File: src/rtl/ap_mult_err_eval_pkg.sv
// Shared definitions for the approximate-multiplier error evaluator:
// FSM state codes, Galois LFSR tap masks and accumulator width helpers.
`default_nettype none

package ap_mult_err_eval_pkg;

  localparam logic [1:0] ST_IDLE  = 2'd0;
  localparam logic [1:0] ST_RUN   = 2'd1;
  localparam logic [1:0] ST_DRAIN = 2'd2;
  localparam logic [1:0] ST_DONE  = 2'd3;

  // Right-shift Galois masks for maximal-length polynomials; only 8/16/24 are tabulated.
  function automatic logic [63:0] lfsr_taps(input int n);
    case (n)
      8:       return 64'h0000_0000_0000_00B8;
      16:      return 64'h0000_0000_0000_B400;
      24:      return 64'h0000_0000_00E1_0000;
      default: return 64'h0000_0000_0000_0000;
    endcase
  endfunction

  function automatic int cnt_width(input int w);
    return 2 * w + 1;
  endfunction

  function automatic int sum_width(input int w);
    return 4 * w + 1;
  endfunction

endpackage

`default_nettype wire

File: src/rtl/ap_mult_err_eval_fifo.sv
// In-order FIFO holding exact products of issued-but-unreturned operand pairs.
// DEPTH must be a power of two so the pointers wrap naturally.
`default_nettype none

module ap_err_fifo #(
  parameter int DW    = 24,
  parameter int DEPTH = 4
) (
  input  logic          clk,
  input  logic          rst_n,
  input  logic          clr_i,
  input  logic          push_i,
  input  logic [DW-1:0] din_i,
  input  logic          pop_i,
  output logic [DW-1:0] dout_o,
  output logic          full_o,
  output logic          empty_o
);

  localparam int AW = $clog2(DEPTH);
  localparam logic [AW:0] FULL_CNT = (AW + 1)'(DEPTH);

  logic [DW-1:0] mem_q [DEPTH];
  logic [AW-1:0] wr_ptr_q, rd_ptr_q;
  logic [AW:0]   count_q;

  assign dout_o  = mem_q[rd_ptr_q];
  assign full_o  = (count_q == FULL_CNT);
  assign empty_o = (count_q == '0);

  always_ff @(posedge clk) begin
    if (push_i) begin
      mem_q[wr_ptr_q] <= din_i;
    end
  end

  always_ff @(posedge clk or negedge rst_n) begin
    if (!rst_n) begin
      wr_ptr_q <= '0;
      rd_ptr_q <= '0;
      count_q  <= '0;
    end else if (clr_i) begin
      wr_ptr_q <= '0;
      rd_ptr_q <= '0;
      count_q  <= '0;
    end else begin
      if (push_i) wr_ptr_q <= wr_ptr_q + 1'b1;
      if (pop_i)  rd_ptr_q <= rd_ptr_q + 1'b1;
      case ({push_i, pop_i})
        2'b10:   count_q <= count_q + 1'b1;
        2'b01:   count_q <= count_q - 1'b1;
        default: count_q <= count_q;
      endcase
    end
  end

endmodule

`default_nettype wire

File: src/rtl/ap_mult_err_eval.sv
// Drives operand pairs into an approximate multiplier (exhaustive or LFSR)
// and accumulates error count, summed and maximum absolute error of its results.
`default_nettype none

module ap_mult_err_eval
  import ap_mult_err_eval_pkg::*;
#(
  parameter int WIDTH   = 12,
  parameter int MAX_OUT = 4
) (
  input  logic                     clk,
  input  logic                     rst_n,
  input  logic                     start,
  input  logic                     mode,
  input  logic [2*WIDTH-1:0]       num_samples,
  input  logic [2*WIDTH-1:0]       seed,
  output logic [WIDTH-1:0]         op_a,
  output logic [WIDTH-1:0]         op_b,
  output logic                     op_valid,
  input  logic                     op_ready,
  input  logic [2*WIDTH-1:0]       prod_ap,
  input  logic                     prod_valid,
  output logic                     busy,
  output logic                     done,
  output logic [2*WIDTH:0]         err_cnt,
  output logic [4*WIDTH:0]         sum_ed,
  output logic [2*WIDTH-1:0]       max_ed,
  output logic                     proto_err
);

  localparam int PW = 2 * WIDTH;
  localparam int CW = cnt_width(WIDTH);
  localparam int SW = sum_width(WIDTH);
  localparam logic [63:0]   TAPS_ALL = lfsr_taps(PW);
  localparam logic [PW-1:0] TAPS     = TAPS_ALL[PW-1:0];

  logic [1:0]    state_q, state_d;
  logic          mode_q;
  logic [CW-1:0] total_q;
  logic [CW-1:0] issued_q, issued_d;
  logic [PW-1:0] opnd_q, opnd_d;
  logic [CW-1:0] err_cnt_q;
  logic [SW-1:0] sum_ed_q;
  logic [PW-1:0] max_ed_q;
  logic          proto_err_q;

  logic          accept, issue, pop, fifo_full, fifo_empty, ed_nz;
  logic [PW-1:0] exact, head, ed, lfsr_next, seed_eff;

  assign accept    = (state_q == ST_IDLE) && start;
  assign op_valid  = (state_q == ST_RUN) && !fifo_full && (issued_q < total_q);
  assign issue     = op_valid && op_ready;
  assign pop       = prod_valid && !fifo_empty;
  assign op_a      = opnd_q[PW-1:WIDTH];
  assign op_b      = opnd_q[WIDTH-1:0];
  assign exact     = {{WIDTH{1'b0}}, op_a} * {{WIDTH{1'b0}}, op_b};
  assign ed        = (prod_ap >= head) ? (prod_ap - head) : (head - prod_ap);
  assign ed_nz     = |ed;
  assign lfsr_next = {1'b0, opnd_q[PW-1:1]} ^ (opnd_q[0] ? TAPS : '0);
  // The LFSR must never be seeded with its lock-up state.
  assign seed_eff  = (seed == '0) ? '1 : seed;

  assign busy      = (state_q == ST_RUN) || (state_q == ST_DRAIN);
  assign done      = (state_q == ST_DONE);
  assign err_cnt   = err_cnt_q;
  assign sum_ed    = sum_ed_q;
  assign max_ed    = max_ed_q;
  assign proto_err = proto_err_q;

  ap_err_fifo #(
    .DW    (PW),
    .DEPTH (MAX_OUT)
  ) u_fifo (
    .clk     (clk),
    .rst_n   (rst_n),
    .clr_i   (accept),
    .push_i  (issue),
    .din_i   (exact),
    .pop_i   (pop),
    .dout_o  (head),
    .full_o  (fifo_full),
    .empty_o (fifo_empty)
  );

  always_comb begin
    state_d  = state_q;
    issued_d = issued_q;
    opnd_d   = opnd_q;
    case (state_q)
      ST_IDLE: begin
        if (start) begin
          state_d  = ST_RUN;
          issued_d = '0;
          opnd_d   = mode ? seed_eff : '0;
        end
      end
      ST_RUN: begin
        if (issue) begin
          issued_d = issued_q + 1'b1;
          opnd_d   = mode_q ? lfsr_next : opnd_q + 1'b1;
        end
        // A zero-length run has nothing to drain.
        if (total_q == '0) begin
          state_d = ST_DONE;
        end else if (issue && (issued_q + 1'b1 == total_q)) begin
          state_d = ST_DRAIN;
        end
      end
      ST_DRAIN: begin
        if (fifo_empty) state_d = ST_DONE;
      end
      ST_DONE:  state_d = ST_IDLE;
      default:  state_d = ST_IDLE;
    endcase
  end

  always_ff @(posedge clk or negedge rst_n) begin
    if (!rst_n) begin
      state_q  <= ST_IDLE;
      mode_q   <= 1'b0;
      total_q  <= '0;
      issued_q <= '0;
      opnd_q   <= '0;
    end else begin
      state_q  <= state_d;
      issued_q <= issued_d;
      opnd_q   <= opnd_d;
      if (accept) begin
        mode_q  <= mode;
        total_q <= mode ? {1'b0, num_samples} : {1'b1, {PW{1'b0}}};
      end
    end
  end

  always_ff @(posedge clk or negedge rst_n) begin
    if (!rst_n) begin
      err_cnt_q   <= '0;
      sum_ed_q    <= '0;
      max_ed_q    <= '0;
      proto_err_q <= 1'b0;
    end else if (accept) begin
      err_cnt_q   <= '0;
      sum_ed_q    <= '0;
      max_ed_q    <= '0;
      proto_err_q <= 1'b0;
    end else begin
      if (pop) begin
        err_cnt_q <= err_cnt_q + {{(CW-1){1'b0}}, ed_nz};
        sum_ed_q  <= sum_ed_q + {{(SW-PW){1'b0}}, ed};
        if (ed > max_ed_q) max_ed_q <= ed;
      end
      if (prod_valid && fifo_empty) proto_err_q <= 1'b1;
    end
  end

endmodule

`default_nettype wire
File: config.mk
export PLATFORM = sky130hd
export DESIGN_NAME = ap_mult_err_eval
export DESIGN_NICKNAME = d
export VERILOG_FILES = /design/src/rtl/ap_mult_err_eval_pkg.sv /design/src/rtl/ap_mult_err_eval_fifo.sv /design/src/rtl/ap_mult_err_eval.sv
export SDC_FILE = /design/constraint.sdc
export NUM_CORES = 1
export LEC_CHECK = 0
export ABC_AREA = 1
export BUFFER_PORTS_ARGS = -buffer_cell sky130_fd_sc_hd__buf_2
export CAP_MARGIN = 25
export CORE_ASPECT_RATIO = 0.7
export CORE_MARGIN = 2
export CORE_UTILIZATION = 40
export DETAILED_ROUTE_END_ITERATION = 12
export GPL_TIMING_DRIVEN = 0
export PLACE_DENSITY = 0.62
export SYNTH_ARGS = -nofsm -noshare
export SYNTH_HDL_FRONTEND = slang
export SYNTH_SLANG_ARGS = --single-unit
File: constraint.sdc
create_clock -name clk -period 9.1 [get_ports clk]
set_input_delay 0.91 -clock clk [delete_from_list [all_inputs] [get_ports clk]]
set_output_delay 0.91 -clock clk [all_outputs]
set_load 0.02 [all_outputs]
# == After elaboration in Yosys (flattened, before gate mapping) ==
# Memories as Yosys holds them, arrays and structs flattened.
# Cells that the tools add are included.
# op_classes
multipliers,1
div_mod_pow,0
bitwise_logic,1
reduce_logical,24
magnitude_cmp,3
n_mux,34
n_eq_ne,11
shifts,0
n_addsub,10
# op_table
cell,count
$mux W24,10
$mux W25,5
$mux W49,2
$pmux W25 S2,1
$add A49 B24 Y49,1
$pmux W24 S2,1
$sub A24 B24 Y24,2
$add A25 B1 Y25,1
$add A25 B1 Y25 const B,1
$eq A25 B25 Y1,1
$logic_not A25 Y1,1
$lt A25 B25 Y1,1
$add A24 B1 Y24 const B,1
$ge A24 B24 Y1,1
$gt A24 B24 Y1,1
$logic_not A24 Y1,1
$mul A12 B12 Y24,1
$reduce_or A24 Y1,1
$xor A23 B24 Y24,1
$mux W2,8
$reduce_bool A2 Y1,5
$pmux W2 S4,1
$logic_and A1 B1 Y1,7
$eq A2 B2 Y1 const B,3
other kinds (17),26
# totals
wordCells,97
regBits,183
memories,1
latch_bits,0
romBits,0
mem_bits_rw,96
# mem_list
name,depth,word_bits,read_ports,rd_clocked_by_memory_dff,write_ports,line,rtl
u_fifo.mem_q,4,24,1,0,1,ap_mult_err_eval_fifo.sv:23,logic [DW-1:0] mem_q [DEPTH];

# == Logic depth before layout (Yosys ltp) ==
# depth
word_depth,9
ltp_mapped,35
mapped_depth_nobuf,32

# == Modules after synthesis ==
# From an unflattened synthesis, not the netlist that was laid out.
# unflattened
cells_unflattened,3395
area_unflattened_um2,24722.5
# modules_own_cells
mod,area_each_um2,cells_each,n_inst,seq_area_each_um2
ap_mult_err_eval,20743.6,3102,1,4404.2
ap_err_fifo,3978.8,293,1,3057.9

# == Worst setup path after synthesis ==
# No wires, ideal clock.
# synth_timing
path_kind,register to register
startpoint,reg opnd_q[16]
endpoint,mem u_fifo.mem_q[0][20] (data pin)
setup_ns,0.271
n_path_buf,2
t_arrival_ns,5.159
setup_slack_ns,3.670
period_less_slack_ns,5.430
required_time_ns,8.829
path_stages_with_launch,24
path_cell_list,dfrtp_1 -> clkbuf_1 -> clkbuf_1 -> nand2_1 -> fa_1 -> inv_1 -> fa_1 -> inv_1 -> fa_1 -> inv_1 -> fa_1 -> inv_1 -> fa_1 -> inv_1 -> ha_1 -> nand2_1 -> nor2_1 -> nand2_1 -> o211ai_1 -> a31oi_1 -> o21bai_1 -> nand2_1 -> nand2_1 -> xor2_1
# synth_between
elab_chain_cells,1
# synth_rtl
item,line,rtl
from (decl),ap_mult_err_eval.sv:41,"logic [PW-1:0] opnd_q, opnd_d;"
from (signal assigned),ap_mult_err_eval.sv:127,opnd_q <= opnd_d;
$mul A12 B12 Y24,ap_mult_err_eval.sv:56,"assign exact = {{WIDTH{1'b0}}, op_a} * {{WIDTH{1'b0}}, op_b};"
net exact[20],ap_mult_err_eval.sv:48,"logic [PW-1:0] exact, head, ed, lfsr_next, seed_eff;"
to (decl),ap_mult_err_eval_fifo.sv:23,
# The timed path passes the listed nets, and every way through them passes these cells.

# == Worst setup path after layout ==
# layout_timing
startpoint,reg u_fifo.rd_ptr_q[0]
endpoint,"reg max_ed_q[16], in the netlist max_ed[16]"
# layout_between
elab_chain_cells,6
# layout_rtl
item,line,rtl
from (decl),ap_mult_err_eval_fifo.sv:24,"logic [AW-1:0] wr_ptr_q, rd_ptr_q;"
from (signal assigned),ap_mult_err_eval_fifo.sv:48,if (pop_i) rd_ptr_q <= rd_ptr_q + 1'b1;
$mem_v2 Z4 W24 *,--,
$sub A24 B24 Y24 / $ge A24 B24 Y1 (equally long branches),ap_mult_err_eval.sv:57,assign ed = (prod_ap >= head) ? (prod_ap - head) : (head - prod_ap);
$mux W24 *,ap_mult_err_eval.sv:57,
$gt A24 B24 Y1 / $mux W24 (equally long branches),ap_mult_err_eval.sv:150,if (ed > max_ed_q) max_ed_q <= ed;
$reduce_bool A2 Y1 (no source line) / $mux W24 (equally long branches),--,
$reduce_and A2 Y1 (no source line) / $mux W24 (equally long branches),--,
to (signal assigned),ap_mult_err_eval.sv:139,max_ed_q <= '0;
to (signal assigned),ap_mult_err_eval.sv:144,max_ed_q <= '0;
to (signal assigned),ap_mult_err_eval.sv:150,
to (decl),ap_mult_err_eval.sv:44,logic [PW-1:0] max_ed_q;
# Mark *: on every way between the ends. The rest lies on a longest branch, timed or not. The select of a mux whose other input is x is not followed.
# A chain may end at the register's enable or synchronous reset.

==> results by group <==
GRT
  – Number of global-route vias before repair: 21318
  – First-pass GRT wire length: 119 mm
  – GR Overflow Total: 0
  – Largest net degree at the start of global routing: 103
  – Antenna violations before repair: 1
  – GRT Total Usage: 23.7%

Floorplan
  – Chip Width: 301 um
  – Die height: 212 um
  – Core area: 61300 um2
  – Die area: 63800 um2
  – Starting Density: 40.3%
  – Io pins: 204
  – Row cnt: 76

Cells and area
  – Nets: 4048
  – N_diodes: 0
  – Commonest non-fill, non-tap cell in the layout: nand2_1
  – Fraction of layout cells with a size suffix above 1: 8.43%
  – Fill cells: 6332
  – Most frequent cells in the layout: nand2_1, inv_1, nor2_1
  – Area grow syn2layout: 12.9%

Synthesis
  – Post-Syn Nets: 3808
  – Seq/Total Area, Yosys: 30.2%
  – Yosys warning count: 0
  – Gate Count Post-Synth: 3425
  – FF+latch count, synth: 279
  – Netlist cell types: 52
  – Post-synth top flop: dfrtp_1
  – Post-Syn Area: 24700 um2
  – Post-synth EDFFs: 96
  – Synth Area per Inst: 7.22 um2
  – Fraction of registers with async set/reset: 65.6%

Setup path
  – Worst R2R Setup Slack: 2.45 ns
  – CP endpoint kind: register
  – Worst path arrival time: 7.14 ns
  – Data required, critical path: 9.59 ns
  – Critical path launch point: u_fifo.rd_ptr_q[0]
  – R2R depth: 27
  – Max FO, Critical Path: 10
  – Crit path kind: register to register
  – Crit start category: register
  – Critical Path End: max_ed[16]
  – Reg-to-reg critical path startpoint: u_fifo.rd_ptr_q[0]
  – Endpoint of the lowest-slack register-to-register path: max_ed[16]

Timing
  – Fin crit period: 6.65 ns
  – Slew Viols, Final: 0
  – RSZ-0062 raised after global routing: false
  – Slew @ Worst Pin: 0.940 ns
  – Setup TNS: 0 ns
  – Fmax: 150 MHz
  – Tcrit/Tclk final: 73.1%
  – Setup Skew: 0.0118 ns
  – Final hold violation count: 0
  – Relative slew slack: 36.8%
  – Final setup viols: 0

Drt
  – Final Routed Wirelength: 76.5 mm
  – DR DRC count: 0
  – Antenna violation net count after detailed routing: 0
  – Vias: 23066
  – 1st-pass router iterations: 5
  – Initial DRC Count: 2176
  – Vias per cell: 5.12
  – Drt wl/cell: 17.0 um

Clock network
  – H-tree depth: 1
  – Root buffer cell: clkbuf_16
  – CTS clk-pin slew, worst paths: 0.07 ns
  – CTS tree: yes
  – # Post-CTS Setup Buffers: 0
  – CTS Sinks: 279
  – CTS Buffer Depth: 3
  – Cts hold-fix bufs: 0
  – Total CTS buffers: 31
  – Worst skew pair latency: 0.58 ns
  – Post-CTS sizing: 0

Outcome
  – Status: completed

Place
  – Gpl congestion: 0.945
  – IO Port Bufs: 202
  – Dpl hpwl: 61.3 mm

Hold path
  – Worst Hold Class: input port to asynchronous set/reset pin

Job
  – Max-Cap Viols: 0
-- how the worst min path moves through the flow --
stage	cells past startpoint	startpoint	endpoint	slack [ns]
2_1_floorplan	2	total_q[0]	total_q[0]	0.48
4_1_cts	1	rst_n	sum_ed[17]	0.32
5_1_grt	1	rst_n	sum_ed[15]	0.35
3_3_place_gp	1	err_cnt[24]	err_cnt[24]	0.46
3_5_place_dp	1	err_cnt[24]	err_cnt[24]	0.46
6_report	1	rst_n	sum_ed[15]	0.30
-- through the flow --
stage | setup slack [ns] | area [um2] | cells | util [%] | hold WS [ns]
floorplan | 3.67 | 24700 | 3425 | - | 0.482
global placement | 2.61 | 26700 | 4446 | 43.6 | 0.460
detailed placement | 2.56 | 26900 | 4451 | 43.8 | 0.459
CTS | 2.50 | 27900 | 4507 | 45.5 | 0.324
global route | 1.92 | 27900 | 4507 | 45.5 | 0.355
finish | 2.45 | 27900 | 4507 | 45.5 | 0.301
-- logic make-up (layout without fill, tap and decap cells) --
logic type	Yosys count	in the layout	synth area share (%)
compound gates	511	511	11.8
xor+xnor	80	80	2.89
fa+ha+maj	305	305	18.6
buf+inv	726	989	11.3
flops	279	279	30.2
simple gates	1524	1524	25.2
-- cell type report --
type                    instances  area, um2  share of cell area [%]
multi-input cells            2420      14500                    51.9
flip-flops and latches        279       7460                    26.7
inverters                     611       2290                    8.22
repair buffers                207       1110                    3.97
well taps                     819       1020                    3.67
clock buffers                  33        783                    2.81
plain buffers                 115        498                    1.78
clock inverters                23        267                   0.955
-- synthesized netlist by cell type, types with 2 or more instances --
cell type | count | area share [%]
a21boi_0 | 5 | 0.15
a21o_1 | 15 | 0.46
a21oi_1 | 183 | 3.7
a221oi_1 | 2 | 0.071
a22o_1 | 3 | 0.11
a2bb2oi_1 | 2 | 0.071
a31oi_1 | 25 | 0.63
a32o_1 | 3 | 0.12
a32oi_1 | 23 | 0.82
and2_1 | 3 | 0.076
and3_1 | 2 | 0.051
buf_1 | 10 | 0.15
buf_2 | 18 | 0.36
buf_4 | 5 | 0.15
buf_6 | 3 | 0.14
clkbuf_1 | 77 | 1.2
clkbuf_2 | 2 | 0.041
dfrtp_1 | 183 | 19
edfxtp_1 | 96 | 12
fa_1 | 104 | 8.4
ha_1 | 201 | 10
inv_1 | 606 | 9.2
inv_2 | 5 | 0.076
nand2_1 | 994 | 15
nand3_1 | 173 | 3.5
nand3b_1 | 2 | 0.061
nand4_1 | 49 | 1.2
nor2_1 | 226 | 3.4
nor2_2 | 5 | 0.13
nor3_1 | 35 | 0.71
nor3b_1 | 2 | 0.061
nor4_1 | 24 | 0.61
o211ai_1 | 14 | 0.43
o21a_1 | 9 | 0.27
o21ai_0 | 193 | 3.9
o21ai_1 | 2 | 0.041
o21bai_1 | 7 | 0.21
o31ai_1 | 19 | 0.58
or2_2 | 5 | 0.13
xnor2_1 | 13 | 0.46
xor2_1 | 66 | 2.3
-- registers in the layout, summed over array words and instances (netlist names) --
name and flops:
sum_ed 49, max_ed 24, u_fifo.rd_ptr_q 2, mode_q 1, u_fifo.count_q 3, total_q 25
u_fifo.mem_q 96, u_fifo.wr_ptr_q 2, issued_q 25, err_cnt 25, state_q 2, proto_err 1
opnd_q 24
-- per-layer routing --
metal | GRT usage [%] | up-vias | wire (um)
met3 | 4.84 | 71 | 6410
li1 | - | 11417 | -
met4 | 3.36 | 0 | 991
met2 | 34.1 | 759 | 31100
met1 | 37.0 | 10819 | 38100
met5 | 0 | - | 0
-- critical path: stages (launching register included) --
cell and delay (ns):
dfrtp_1 0.33, clkbuf_1 0.19, clkbuf_1 0.54, buf_1 0.54, a21oi_1 0.13, a32oi_1 0.60
ha_1 0.46, a21oi_1 0.25, o21a_1 0.14, and2_1 0.18, nand3_2 0.18, inv_2 0.12
buf_4 0.19, nand2_1 0.07, nand2_1 0.18, inv_1 0.14, ha_1 0.35, nand4_1 0.11
inv_1 0.06, nand2_1 0.08, nor4_1 0.38, nand2_1 0.16, o2111ai_1 0.16, nand2_1 0.15
nor2_1 0.38, buf_2 0.34, nand2_1 0.07, o21ai_0 0.08
Power is not shown: default switching activity piles up to over one toggle a cycle in this logic, so the estimate is an artifact.
